## src/rtl/register_alias_table.sv

```systemverilog
// Speculative and committed register alias tables for the rename stage.
// Define RAT_X0_HARDWIRE_EN to pin areg 0 to preg 0 in both tables.
package core_pkg;
    parameter int NUM_AREGS = 32;
    parameter int NUM_PREGS = 64;
endpackage

module register_alias_table
    import core_pkg::*;
#(
    parameter int  NUM_AREGS = core_pkg::NUM_AREGS,
    parameter int  NUM_PREGS = core_pkg::NUM_PREGS,
    localparam int AW = $clog2(NUM_AREGS),
    localparam int PW = $clog2(NUM_PREGS)
) (
    input  logic               clk,
    input  logic               rst_n,
    input  logic [1:0][AW-1:0] rd_areg,
    output logic [1:0][PW-1:0] rd_preg,
    input  logic               wr_en,
    input  logic [AW-1:0]      wr_areg,
    input  logic [PW-1:0]      wr_preg,
    output logic [PW-1:0]      wr_old_preg,
    input  logic               commit_en,
    input  logic [AW-1:0]      commit_areg,
    input  logic [PW-1:0]      commit_preg,
    input  logic               flush,
    output logic               recovering
);

    logic [PW-1:0] spec_map [NUM_AREGS];
    logic [PW-1:0] arch_map [NUM_AREGS];
    logic [PW-1:0] spec_nxt [NUM_AREGS];
    logic [PW-1:0] arch_nxt [NUM_AREGS];

    logic       wr_x0;
    logic       cm_x0;
    logic [1:0] rd_x0;
    logic       wr_ok;
    logic       cm_ok;

`ifdef RAT_X0_HARDWIRE_EN
    assign wr_x0    = (wr_areg == '0);
    assign cm_x0    = (commit_areg == '0);
    assign rd_x0[0] = (rd_areg[0] == '0);
    assign rd_x0[1] = (rd_areg[1] == '0);
`else
    assign wr_x0 = 1'b0;
    assign cm_x0 = 1'b0;
    assign rd_x0 = 2'b00;
`endif

    // Rename writes are held off for the whole flush/recovery window.
    assign wr_ok = wr_en && !recovering && !wr_x0;
    assign cm_ok = commit_en && !cm_x0;

    always_comb begin
        rd_preg[0]  = rd_x0[0] ? '0 : spec_map[rd_areg[0]];
        rd_preg[1]  = rd_x0[1] ? '0 : spec_map[rd_areg[1]];
        wr_old_preg = wr_x0 ? '0 : spec_map[wr_areg];
    end

    // Flush restores from the committed table with this cycle's commit merged.
    always_comb begin
        arch_nxt = arch_map;
        if (cm_ok) begin
            arch_nxt[commit_areg] = commit_preg;
        end
        spec_nxt = spec_map;
        if (flush) begin
            spec_nxt = arch_nxt;
        end else if (wr_ok) begin
            spec_nxt[wr_areg] = wr_preg;
        end
    end

    always_ff @(posedge clk or negedge rst_n) begin
        if (!rst_n) begin
            for (int i = 0; i < NUM_AREGS; i++) begin
                spec_map[i] <= PW'(i);
                arch_map[i] <= PW'(i);
            end
            recovering <= 1'b0;
        end else begin
            spec_map   <= spec_nxt;
            arch_map   <= arch_nxt;
            recovering <= flush;
        end
    end

endmodule

```

## config.mk

```make
export PLATFORM = sky130hd
export DESIGN_NAME = register_alias_table
export DESIGN_NICKNAME = d
export VERILOG_FILES = /design/src/rtl/register_alias_table.sv
export SDC_FILE = /design/constraint.sdc
export NUM_CORES = 1
export LEC_CHECK = 0
export ABC_CLOCK_PERIOD_IN_PS = 2600
export BUFFER_PORTS_ARGS = -buffer_cell sky130_fd_sc_hd__buf_2
export CAP_MARGIN = 10
export CORE_MARGIN = 2
export CORE_UTILIZATION = 35
export DETAILED_ROUTE_END_ITERATION = 7
export PLACE_DENSITY = 0.5
export SLEW_MARGIN = 10
export SYNTH_ARGS = -nofsm -noshare
export SYNTH_HDL_FRONTEND = slang
export SYNTH_SLANG_ARGS = --single-unit
```

## constraint.sdc

```tcl
create_clock -name clk -period 2.6 [get_ports clk]
set_input_delay 0.13 -clock clk [delete_from_list [all_inputs] [get_ports clk]]
set_output_delay 0.13 -clock clk [all_outputs]
set_load 0.02 [all_outputs]
```

### After elaboration in Yosys (flattened, before gate mapping)

Cells that the tools add are included.

| cells by class | value |
|---|---|
| magnitude comparators | 6 |
| multiplexer cells | 18 |
| bitwise gates (word level) | 4 |
| reduce and logical (&&, ||, !) cells | 5 |

Operators with widths:

| operator | number |
|---|---|
| $mux 192 | 3 |
| $bwmux 192 | 2 |
| $bmux 6 s5 | 3 |
| $demux 6 s5 | 2 |
| $mux 6 | 8 |
| $ge 6x6->1 const B | 4 |
| $not 5->6 | 4 |
| $lt 6x1->1 const B | 2 |
| $logic_and 1x1->1 | 3 |
| $reduce_bool 2->1 | 1 |
| $logic_not 1->1 | 1 |

| storage, ports and cells | value |
|---|---|
| register bits after elaboration | 385 |
| bits of input ports | 37 |
| output and inout port bits | 19 |
| word-level logic and storage cells | 98 |

### Logic depth before layout (Yosys ltp)

Gate-level depths: netlist of the first run.

| logic depth | value |
|---|---|
| depth after elaboration | 8 |
| gate-level depth with buffers | 6 |
| depth with buffers taken out | 4 |

### Least setup slack after synthesis of the first run

OpenSTA, ideal clock, no wires.

| timing path | value |
|---|---|
| path type | register to register |
| start point | register recovering |
| end point | register spec_map[147] in the netlist's numbering |
| setup time | 125 ps |
| data arrival time | 2006 ps |
| data required time | 2475 ps |
| path slack | 469 ps |
| cell stages (with the launch flop) | 5 |
| path buffers | 0 |
| period minus slack after synthesis | 2131 ps |
| cells stage by stage | dfrtp_1 nand4b_2 nor4b_2 mux2_2 mux2_2 |

| on the way | value |
|---|---|
| word-level cells in the longest chain between the ends | 3 |

RTL lines:

| item | RTL line | source |
|---|---|---|
| start: declaration | 28 | `output logic recovering` |
| start signal: assignment | 87 | `recovering <= flush;` |
| $logic_not 1->1 | 54 | `assign wr_ok = wr_en && !recovering && !wr_x0;` |
| $logic_and 1x1->1 | 54 |  |
| $reduce_bool 2->1 (no source line) | -- |  |
| end signal: indexed assignment | 80 | `spec_map[i] <= PW'(i);` |
| end signal: assignment | 85 | `spec_map <= spec_nxt;` |
| end: declaration | 31 | `logic [PW-1:0] spec_map [NUM_AREGS];` |

No other way between the ends.
A chain may end at the register's enable or synchronous reset.

==> metrics.yaml, run 1 <==
clocking:
  clkSinkCount: 385
  cts-root-buf: "clkbuf_16"
  cts_buffers: 45
  worstSkewPairLatency_ns: 0.57
  cts_tree: "built"
  ctsLongestPathBuffers: 3
  htreeDepth: 2
  cts.clk_slew.worst_paths_ns: 0.06
yosys:
  synthFlopType: "dfrtp_1"
  synth_cell_types: 30
  synth_top_cell_by_area: "mux2_2"
  netlist_area_mm2: 0.0215
  synth_edf_count: 0
  ys_async_sr_fraction: 1.00
  postSynthCellCount: 1374
  synth_nets: 1411
  synth_top_area_share: 0.308
  ys_seq_area_frac: 0.458
  synthTopCellsByArea: "mux2_2, dfrtp_1, dfstp_2, mux4_2, clkbuf_1"
  ys_warn_count: 0
  synth_seq_cells: 385
  syn_avg_cell_area_um2: 15.6
critical_path:
  ff2ff_path_depth: 5
  crit_required_ns: 2.47
  critPathKind: "reg -> out"
  reg2reg_to: "spec_map[29]"
  crit_path_end_kind: "output port"
  crit_cells: 4
  cp_max_fo: 3
  critical_path.top_delay_family: "multiplexers"
  startpoint: "spec_map[148]"
  slowest_delay_ns: 0.52
  cp_cell_sequence: "mux4_2, mux4_2, mux2_4, buf_6"
  crit_end: "rd_preg[4]"
  regToRegSetupSlack_ns: 0.35
  cpMostUsedCell: "mux4_2"
  worst_path_max_delay_cell: "mux4_2"
  path_buf_inv: 1
  start_kind: "flop"
  cp.arrival_ns: 2.51
  worstReg2RegStart: "recovering"
timing:
  setup_ws_ns: -0.0401
  setup_violations: 9
  worst_pin_slew_ns: 0.924
  fin_setup_tns_ns: -0.171
  finalHoldViolations: 0
  slew_headroom: 0.384
  slew_violations: 0
  max_freq_mhz: 379
  rsz0062_at_grt: "true"
  fin_crit_ns: 2.64
  timing.final.crit_share: 1.02
  clock_skew_ns: 0.0128
global_routing:
  grt_start_max_net_pins: 133
  grt_pass1_wl_um: 103000
  antenna_found_initial: 1
  gr-usage-met1: 0.281
  grt-busiest-layer: "met2"
  grt_pass1_vias: 14100
  grt_usage: 0.227
  grt_use_met2: 0.391
  overflow: 0
  grtUsageMet3: 0.0410
run_status:
  status: "finished with violations"
  violations: "negative setup slack"
die:
  die_x_um: 252
  start_util: 0.355
  core_area_mm2: 0.0605
  die_area_mm2: 0.0634
  die_h_um: 252
  rows: 90
  num_io_pins: 56
power_and_ir_drop:
  ir_drop_mv: 0.406
  p_leak_nw: 10.1
  power.density_mw_per_mm2: 813
flow_run:
  drv_cap: 0
route:
  dr_total_vias: 13300
  wl_um: 71100
  wl_per_cell_um: 31.4
  antenna_left: 0
  via_per_inst: 5.88
  drc_errors: 0
  drtPass1Iterations: 7
  dr.first_iter.drc_count: 1059
finish:
  fin_nets: 1482
  fin_util: 0.410
  drive_gt1_frac: 0.788
  syn2layout_area_growth_pct: 15.5
placement:
  hpwlAfterDp_um: 49400
  io_buffers: 55
  place_congestion: 0.930
hold_path:
  hold_path_class: "in -> async"
## worst reg2reg max path, stage by stage, from the launching register on
cell and delay [ns]:
dfrtp_1 0.45, nand4b_2 0.44, nor3_1 0.37, buf_4 0.27, mux2_2 0.35, mux2_2 0.26
## cell usage in the layout (no fill, tap or decap), types with 4 or more instances in the layout
cell | Yosys | routed
a22oi_1 | 24 | 19
a22oi_2 | 0 | 5
buf_12 | 0 | 20
buf_2 | 10 | 38
buf_4 | 2 | 59
buf_6 | 4 | 12
clkbuf_1 | 85 | 14
clkbuf_16 | 0 | 45
clkbuf_8 | 0 | 11
clkinv_2 | 0 | 7
dfrtp_1 | 225 | 193
dfrtp_2 | 0 | 32
dfstp_2 | 160 | 160
mux2_2 | 588 | 576
mux2_4 | 0 | 12
mux4_2 | 168 | 168
nand2_1 | 39 | 39
nand3_1 | 5 | 5
nand4_1 | 7 | 7
nor2_1 | 15 | 15
nor4b_2 | 4 | 4
## worst min-delay path by stage
stage | startpoint | end | slack, ns | cells past startpoint
finish | rst_n | arch_map[173] | 0.03 | 2
floorplan | rst_n | arch_map[100] | -0.17 | 0
global placement | rst_n | arch_map[173] | 0.03 | 1
global route | rst_n | arch_map[173] | 0.03 | 2
detailed placement | rst_n | arch_map[171] | 0.02 | 1
CTS | rst_n | arch_map[173] | 0.02 | 2
## flip-flops by register name (all words and copies together), names as in the netlist
signal and flops:
spec_map 192, arch_map 192, recovering 1
## final cells by class
cell class	count	area, µm²
fill	5530	35700
sequential	385	9870
multi-input combinational	880	11300
tap	782	978
clock inverter	12	141
antenna	1	2.50
clock buffer	69	1320
timing repair buffer	133	1220
## logic make-up after synthesis
kind of cell | Yosys count | synth area share
muxes | 756 | 0.484
DFF | 385 | 0.458
buffers and inverters | 109 | 0.0214
and+or+nand+nor | 100 | 0.0278
AOI/OAI and AO/OA | 24 | 0.00839
## per-layer routing
layer | share of wire | vias up
met2 | 0.50 | 419
li1 | - | 5473
met1 | 0.40 | 7279
met4 | 0.042 | 0
met3 | 0.049 | 128
met5 | 0 | -
## Yosys cell counts, drive strengths merged (4+ instances only)
cell and count:
mux2 588, dfrtp 225, mux4 168, dfstp 160, clkbuf 85, nand2 39
a22oi 24, buf 24, nor2 15, nand4 7, nand3 5, nor4b 5
nand4b 4, nor3 4
## where the power goes
part | internal, mW | total [mW] | switching (mW) | leakage [nW]
Clock | 3.77 | 6.29 | 2.52 | 0.717
Combinational | 2.95 | 4.87 | 1.92 | 4.90
Sequential | 7.70 | 8.99 | 1.30 | 4.51
Total | 14.4 | 20.2 | 5.73 | 10.1
## timing repair
item	CTS	global route
hold buffers	2	0
hold endpoints to repair	220	0
setup buffers	6	0
gates resized for setup	61	12
endpoints found under the setup margin	12	14
pin swaps	0	0
cloned	0	0
## per-stage QoR
| step | std cells | hold WS, ns | power (mW) | instance area [µm²] | worst slack, ns |
|---|---|---|---|---|---|
| final | 2262 | 0.0307 | 20.2 | 24800 | -0.0401 |
| after global routing | 2262 | 0.0256 | 21.0 | 24800 | -0.0859 |
| after CTS | 2261 | 0.0190 | 20.3 | 24800 | -0.0729 |
| after detailed placement | 2172 | 0.0244 | 13.7 | 23100 | 0.289 |
| after global placement | 2172 | 0.0296 | 13.6 | 23100 | 0.299 |
| after floorplan | 1374 | -0.166 | 11.8 | 21500 | 0.469 |
(Power assumes the default switching activity.)
==> inputs of run 2 (changes only) <==
--- a/config.mk
+++ b/config.mk
@@ -12,6 +12,7 @@
 export CORE_UTILIZATION = 35
 export DETAILED_ROUTE_END_ITERATION = 7
 export PLACE_DENSITY = 0.5
+export RECOVER_POWER = 50
 export SLEW_MARGIN = 10
 export SYNTH_ARGS = -nofsm -noshare
 export SYNTH_HDL_FRONTEND = slang
==> metrics.yaml, run 2 (same netlist as run 1, synthesis figures left out) <==
run_status:
  status: "finished with violations"
  violations: "max-capacitance violations, max-slew violations, negative setup slack"
critical_path:
  regToRegSetupSlack_ns: 0.35
  crit_end: "rd_preg[4]"
  cp.arrival_ns: 2.52
  crit_required_ns: 2.47
  crit_path_end_kind: "output port"
  startpoint: "spec_map[148]"
  cp_max_fo: 3
  worstReg2RegStart: "recovering"
  start_kind: "flop"
  critPathKind: "reg -> out"
  ff2ff_path_depth: 5
  reg2reg_to: "spec_map[29]"
timing:
  setup_violations: 8
  setup_ws_ns: -0.0523
  fin_setup_tns_ns: -0.162
  fin_crit_ns: 2.65
  timing.final.crit_share: 1.02
  slew_violations: 29
  max_freq_mhz: 377
  clock_skew_ns: 0.0137
  worst_pin_slew_ns: 1.58
  slew_headroom: -0.0548
  rsz0062_at_grt: "true"
  finalHoldViolations: 0
clocking:
  ctsLongestPathBuffers: 3
  htreeDepth: 2
  cts.clk_slew.worst_paths_ns: 0.06
  clkSinkCount: 385
  cts_buffers: 45
  cts_tree: "built"
  cts-root-buf: "clkbuf_16"
  worstSkewPairLatency_ns: 0.58
global_routing:
  grt_pass1_vias: 14100
  antenna_found_initial: 1
  grt_pass1_wl_um: 103000
  grt_start_max_net_pins: 133
  grt_usage: 0.227
  overflow: 0
placement:
  hpwlAfterDp_um: 49400
  io_buffers: 55
  place_congestion: 0.930
  place_ws_ns: 0.289
power_and_ir_drop:
  p_comb_frac: 0.240
  p_seq_frac: 0.447
  power.density_mw_per_mm2: 814
  sw_frac_of_total: 0.285
  p_leak_nw: 10.1
  clkPwrFrac: 0.313
  power_switching_mw: 5.73
  ir_drop_mv: 0.407
  p_int_mw: 14.4
flow_run:
  drv_cap: 1
die:
  die_x_um: 252
  die_area_mm2: 0.0634
  start_util: 0.355
  core_area_mm2: 0.0605
  rows: 90
  die_h_um: 252
  num_io_pins: 56
finish:
  syn2layout_area_growth_pct: 15.1
  final_cell_mix: "mux2_2, dfrtp_1, mux4_2"
  reg.largest.list: "arch_map: 192 flops, spec_map: 192 flops, recovering: 1 flops"
  final_common_cell: "mux2_2"
  fin_nets: 1482
  fillCellCount: 5541
  drive_gt1_frac: 0.750
route:
  wl_per_cell_um: 31.4
  wl_um: 71100
  dr_total_vias: 13300
  dr.first_iter.drc_count: 1024
  antenna_left: 0
  drtPass1Iterations: 5
  via_per_inst: 5.87
  drc_errors: 0
hold_path:
  hold_path_class: "in -> async"
[run 2: changes by cell type in the layout (fill, tap and decap cells not counted), sizes merged]
cell    delta
buf       -16
clkbuf    +16
[run 2: what timing repair did]
| item | in CTS | in global routing |
|---|---|---|
| endpoints found under the hold margin | 220 | 0 |
| resized for setup | 61 | 12 |
| buffers inserted | 6 | 0 |
| pin swaps | 0 | 0 |
| hold buffers | 2 | 0 |
| endpoints found under the setup margin | 12 | 14 |
[run 2: cell type report]
cell class	count	area (µm²)	share of cell area
Multi-Input combinational cell	880	11300	0.456
Clock buffer	69	1320	0.0533
Antenna cell	1	2.50	0.000101
Clock inverter	12	141	0.00572
Timing Repair Buffer	133	1130	0.0459
Tap cell	782	978	0.0396
Sequential cell	385	9870	0.400
[run 2: how the worst min path moves through the flow]
stage,end,from,depth (start not counted)
after global routing,arch_map[173],rst_n,2
after global placement,arch_map[173],rst_n,1
after detailed placement,arch_map[171],rst_n,1
after CTS,arch_map[173],rst_n,2
after floorplan,arch_map[100],rst_n,0
final,arch_map[173],rst_n,2
[run 2: worst max-delay path: stages, from the launching register on]
cell and delay (ns):
dfrtp_2 0.45, mux4_2 0.53, mux4_2 0.53, mux2_4 0.32, buf_6 0.14
[run 2: power by group through the flow]
stage / Sequential (mW) / Combinational [mW] / Clock, mW
final: 8.99 / 4.83 / 6.29
after detailed placement: 9.05 / 4.68 / 0
after global routing: 9.09 / 5.16 / 6.70
after global placement: 9.00 / 4.60 / 0
after CTS: 8.98 / 4.87 / 6.45
after floorplan: 8.24 / 3.56 / 0
[run 2: stage by stage]
stage | power (mW) | cells | utilization | hold slack, ns | instance area, µm²
after global placement | 13.6 | 2172 | 0.382 | 0.0296 | 23100
after CTS | 20.3 | 2261 | 0.409 | 0.0190 | 24800
after global routing | 21.0 | 2262 | 0.409 | 0.0152 | 24700
final | 20.1 | 2262 | 0.409 | 0.0190 | 24700
after floorplan | 11.8 | 1374 | - | -0.166 | 21500
after detailed placement | 13.7 | 2172 | 0.382 | 0.0244 | 23100
[run 2: per-layer routing]
| metal | wire (µm) | vias to the layer above | part of all wire | track usage |
|---|---|---|---|---|
| met5 | 0 | - | 0 | 0 |
| met4 | 2940 | 0 | 0.041 | 0.0930 |
| met3 | 3310 | 127 | 0.047 | 0.0410 |
| met2 | 35800 | 379 | 0.50 | 0.391 |
| met1 | 29000 | 7293 | 0.41 | 0.281 |
| li1 | - | 5480 | - | - |
==> inputs of run 3 (changes only) <==
--- a/config.mk
+++ b/config.mk
@@ -5,7 +5,7 @@
 export SDC_FILE = /design/constraint.sdc
 export NUM_CORES = 1
 export LEC_CHECK = 0
-export ABC_CLOCK_PERIOD_IN_PS = 2600
+export ABC_CLOCK_PERIOD_IN_PS = 2500
 export BUFFER_PORTS_ARGS = -buffer_cell sky130_fd_sc_hd__buf_2
 export CAP_MARGIN = 10
 export CORE_MARGIN = 2
==> constraint.sdc (replaced) <==
create_clock -name clk -period 2.5 [get_ports clk]
set_input_delay 0.125 -clock clk [delete_from_list [all_inputs] [get_ports clk]]
set_output_delay 0.125 -clock clk [all_outputs]
set_load 0.02 [all_outputs]
==> metrics.yaml, run 3 (same netlist as run 1, synthesis figures left out) <==
placement:
  dpl-instance-area_mm2: 0.0233
  io_buffers: 55
  place_congestion: 0.905
  hpwlAfterDp_um: 49900
finish:
  antennaDiodeCount: 0
  syn2layout_area_growth_pct: 16.0
  final_area_mm2: 0.0249
  final_cell_mix: "mux2_2, dfrtp_1, mux4_2"
  final_common_cell: "mux2_2"
  drive_gt1_frac: 0.759
  fillCellCount: 5527
  fin_util: 0.412
  reg.largest.list: "arch_map: 192 flops, spec_map: 192 flops, recovering: 1 flops"
  fin_nets: 1500
critical_path:
  path_buf_inv: 1
  cpMostUsedCell: "mux4_2"
  slowest_delay_ns: 0.53
  cp.arrival_ns: 2.51
  crit_required_ns: 2.38
  start_kind: "flop"
  crit_path_end_kind: "output port"
  worstReg2RegStart: "recovering"
  regToRegSetupSlack_ns: 0.10
  ff2ff_path_depth: 6
  critPathKind: "reg -> out"
  critical_path.top_delay_family: "multiplexers"
  cp_cell_sequence: "mux4_2, mux4_2, mux2_4, buf_6"
  worst_path_max_delay_cell: "mux4_2"
  reg2reg_to: "spec_map[26]"
  cp_max_fo: 4
route:
  dr.first_iter.drc_count: 895
  dr_total_vias: 13300
  drtPass1Iterations: 5
  drc_errors: 0
  antenna_left: 0
  top_layer: "met4"
  wl_um: 72400
  met3_length_um: 3240
  wl_met2_um: 36500
  wl_per_cell_um: 31.7
  via_per_inst: 5.86
  wl_met1_um: 30100
hold_path:
  hold_path_class: "in -> reg"
  min_to: "arch_map[20]"
  hold_depth: 2
  min_from: "commit_preg[2]"
power_and_ir_drop:
  p_comb_frac: 0.244
  power_switching_mw: 6.01
  sw_frac_of_total: 0.287
  power.density_mw_per_mm2: 842
  p_leak_nw: 10.2
  p_int_mw: 15.0
  p_seq_frac: 0.444
  ir_drop_mv: 0.533
  clkPwrFrac: 0.312
timing:
  slew_violations: 117
  slew_headroom: -0.375
  worst_pin_slew_ns: 2.06
  rsz0062_at_grt: "true"
  setup_ws_ns: -0.140
  finalHoldViolations: 0
  timing.final.crit_share: 1.06
  clock_skew_ns: 0.0173
  fin_crit_ns: 2.64
  max_freq_mhz: 379
  setup_violations: 13
die:
  rows: 90
  num_io_pins: 56
  die_x_um: 252
  core_area_mm2: 0.0605
  die_area_mm2: 0.0634
  die_h_um: 252
  start_util: 0.355
clocking:
  cts_buffers: 45
  cts.clk_slew.worst_paths_ns: 0.06
  cts_tree: "built"
  cts-root-buf: "clkbuf_16"
  clkSinkCount: 385
  ctsLongestPathBuffers: 3
  worstSkewPairLatency_ns: 0.58
  htreeDepth: 2
global_routing:
  grt_pass1_vias: 14000
  grt_start_max_net_pins: 76
  grt_pass1_wl_um: 104000
  antenna_found_initial: 0
  overflow: 0
  grt_usage: 0.233
run_status:
  violations: "max-capacitance violations, max-slew violations, negative setup slack"
  status: "finished with violations"
flow_run:
  drv_cap: 2
-- run 3: changes by cell type in the layout (fill, tap and decap cells not counted), moves of 2 or more --
cell,delta
clkbuf_2,+11
a22oi_1,-6
a22oi_2,+6
buf_12,+6
mux2_1,-6
mux2_2,+6
clkbuf_8,-5
buf_2,+3
buf_6,+2
clkbuf_1,+2
-- run 3: through the flow --
| stage | power [mW] | hold slack [ns] | TNS, ns | setup slack (ns) | instances |
|---|---|---|---|---|---|
| finish | 21.0 | 0.0299 | -1.42 | -0.140 | 2279 |
| global route | 21.9 | 0.0478 | -2.55 | -0.155 | 2279 |
| CTS | 21.2 | 0.0261 | -1.58 | -0.165 | 2279 |
| detailed placement | 14.3 | 0.195 | 0 | 0.123 | 2191 |
| global placement | 14.2 | 0.197 | 0 | 0.139 | 2191 |
| floorplan | 12.3 | -0.171 | 0 | 0.369 | 1374 |
-- run 3: how the worst max path moves through the flow --
stage          slack (ns)  depth (start not counted)            end     startpoint
6_report            -0.14                          4     rd_preg[4]  spec_map[148]
3_5_place_dp         0.12                          6   spec_map[29]     recovering
4_1_cts             -0.16                          4     rd_preg[4]  spec_map[148]
2_1_floorplan        0.37                          4  spec_map[147]     recovering
3_3_place_gp         0.14                          6   spec_map[26]     recovering
5_1_grt             -0.15                          4     rd_preg[4]  spec_map[148]
-- run 3: final cells by class --
type	instances	area, µm²	area share
Clock buffer	68	1260	0.0507
Clock inverter	13	174	0.00698
Multi-Input combinational cell	880	11300	0.454
Sequential cell	385	9870	0.396
Tap cell	782	978	0.0393
Timing Repair Buffer	151	1320	0.0530
-- run 3: worst register-to-register path: stages (launching register included) --
cell,delay [ns]
dfrtp_1,0.44
nand4b_2,0.21
buf_4,0.18
nor3_1,0.53
buf_4,0.30
mux2_2,0.35
mux2_2,0.25
-- run 3: what timing repair did --
action,in CTS,in global routing
buffers inserted,4,0
resized for setup,64,16
setup endpoints to repair,17,18
pin swaps,2,2
hold buffers,3,0
endpoints found under the hold margin,53,0
cloned,0,0
-- run 3: power groups by stage --
stage                     registers (mW)  clock network (mW)  logic (mW)
after floorplan                     8.57                   0        3.70
after global placement              9.33                   0        4.86
after detailed placement            9.38                   0        4.95
after CTS                           9.30                6.74        5.15
after global routing                9.44                6.98        5.46
final                               9.32                6.54        5.11
-- run 3: layer usage --
| metal | vias up | global-route usage |
|---|---|---|
| met5 | - | 0 |
| met4 | 0 | 0.0810 |
| met3 | 123 | 0.0319 |
| met2 | 409 | 0.396 |
| met1 | 7300 | 0.305 |
| li1 | 5512 | - |
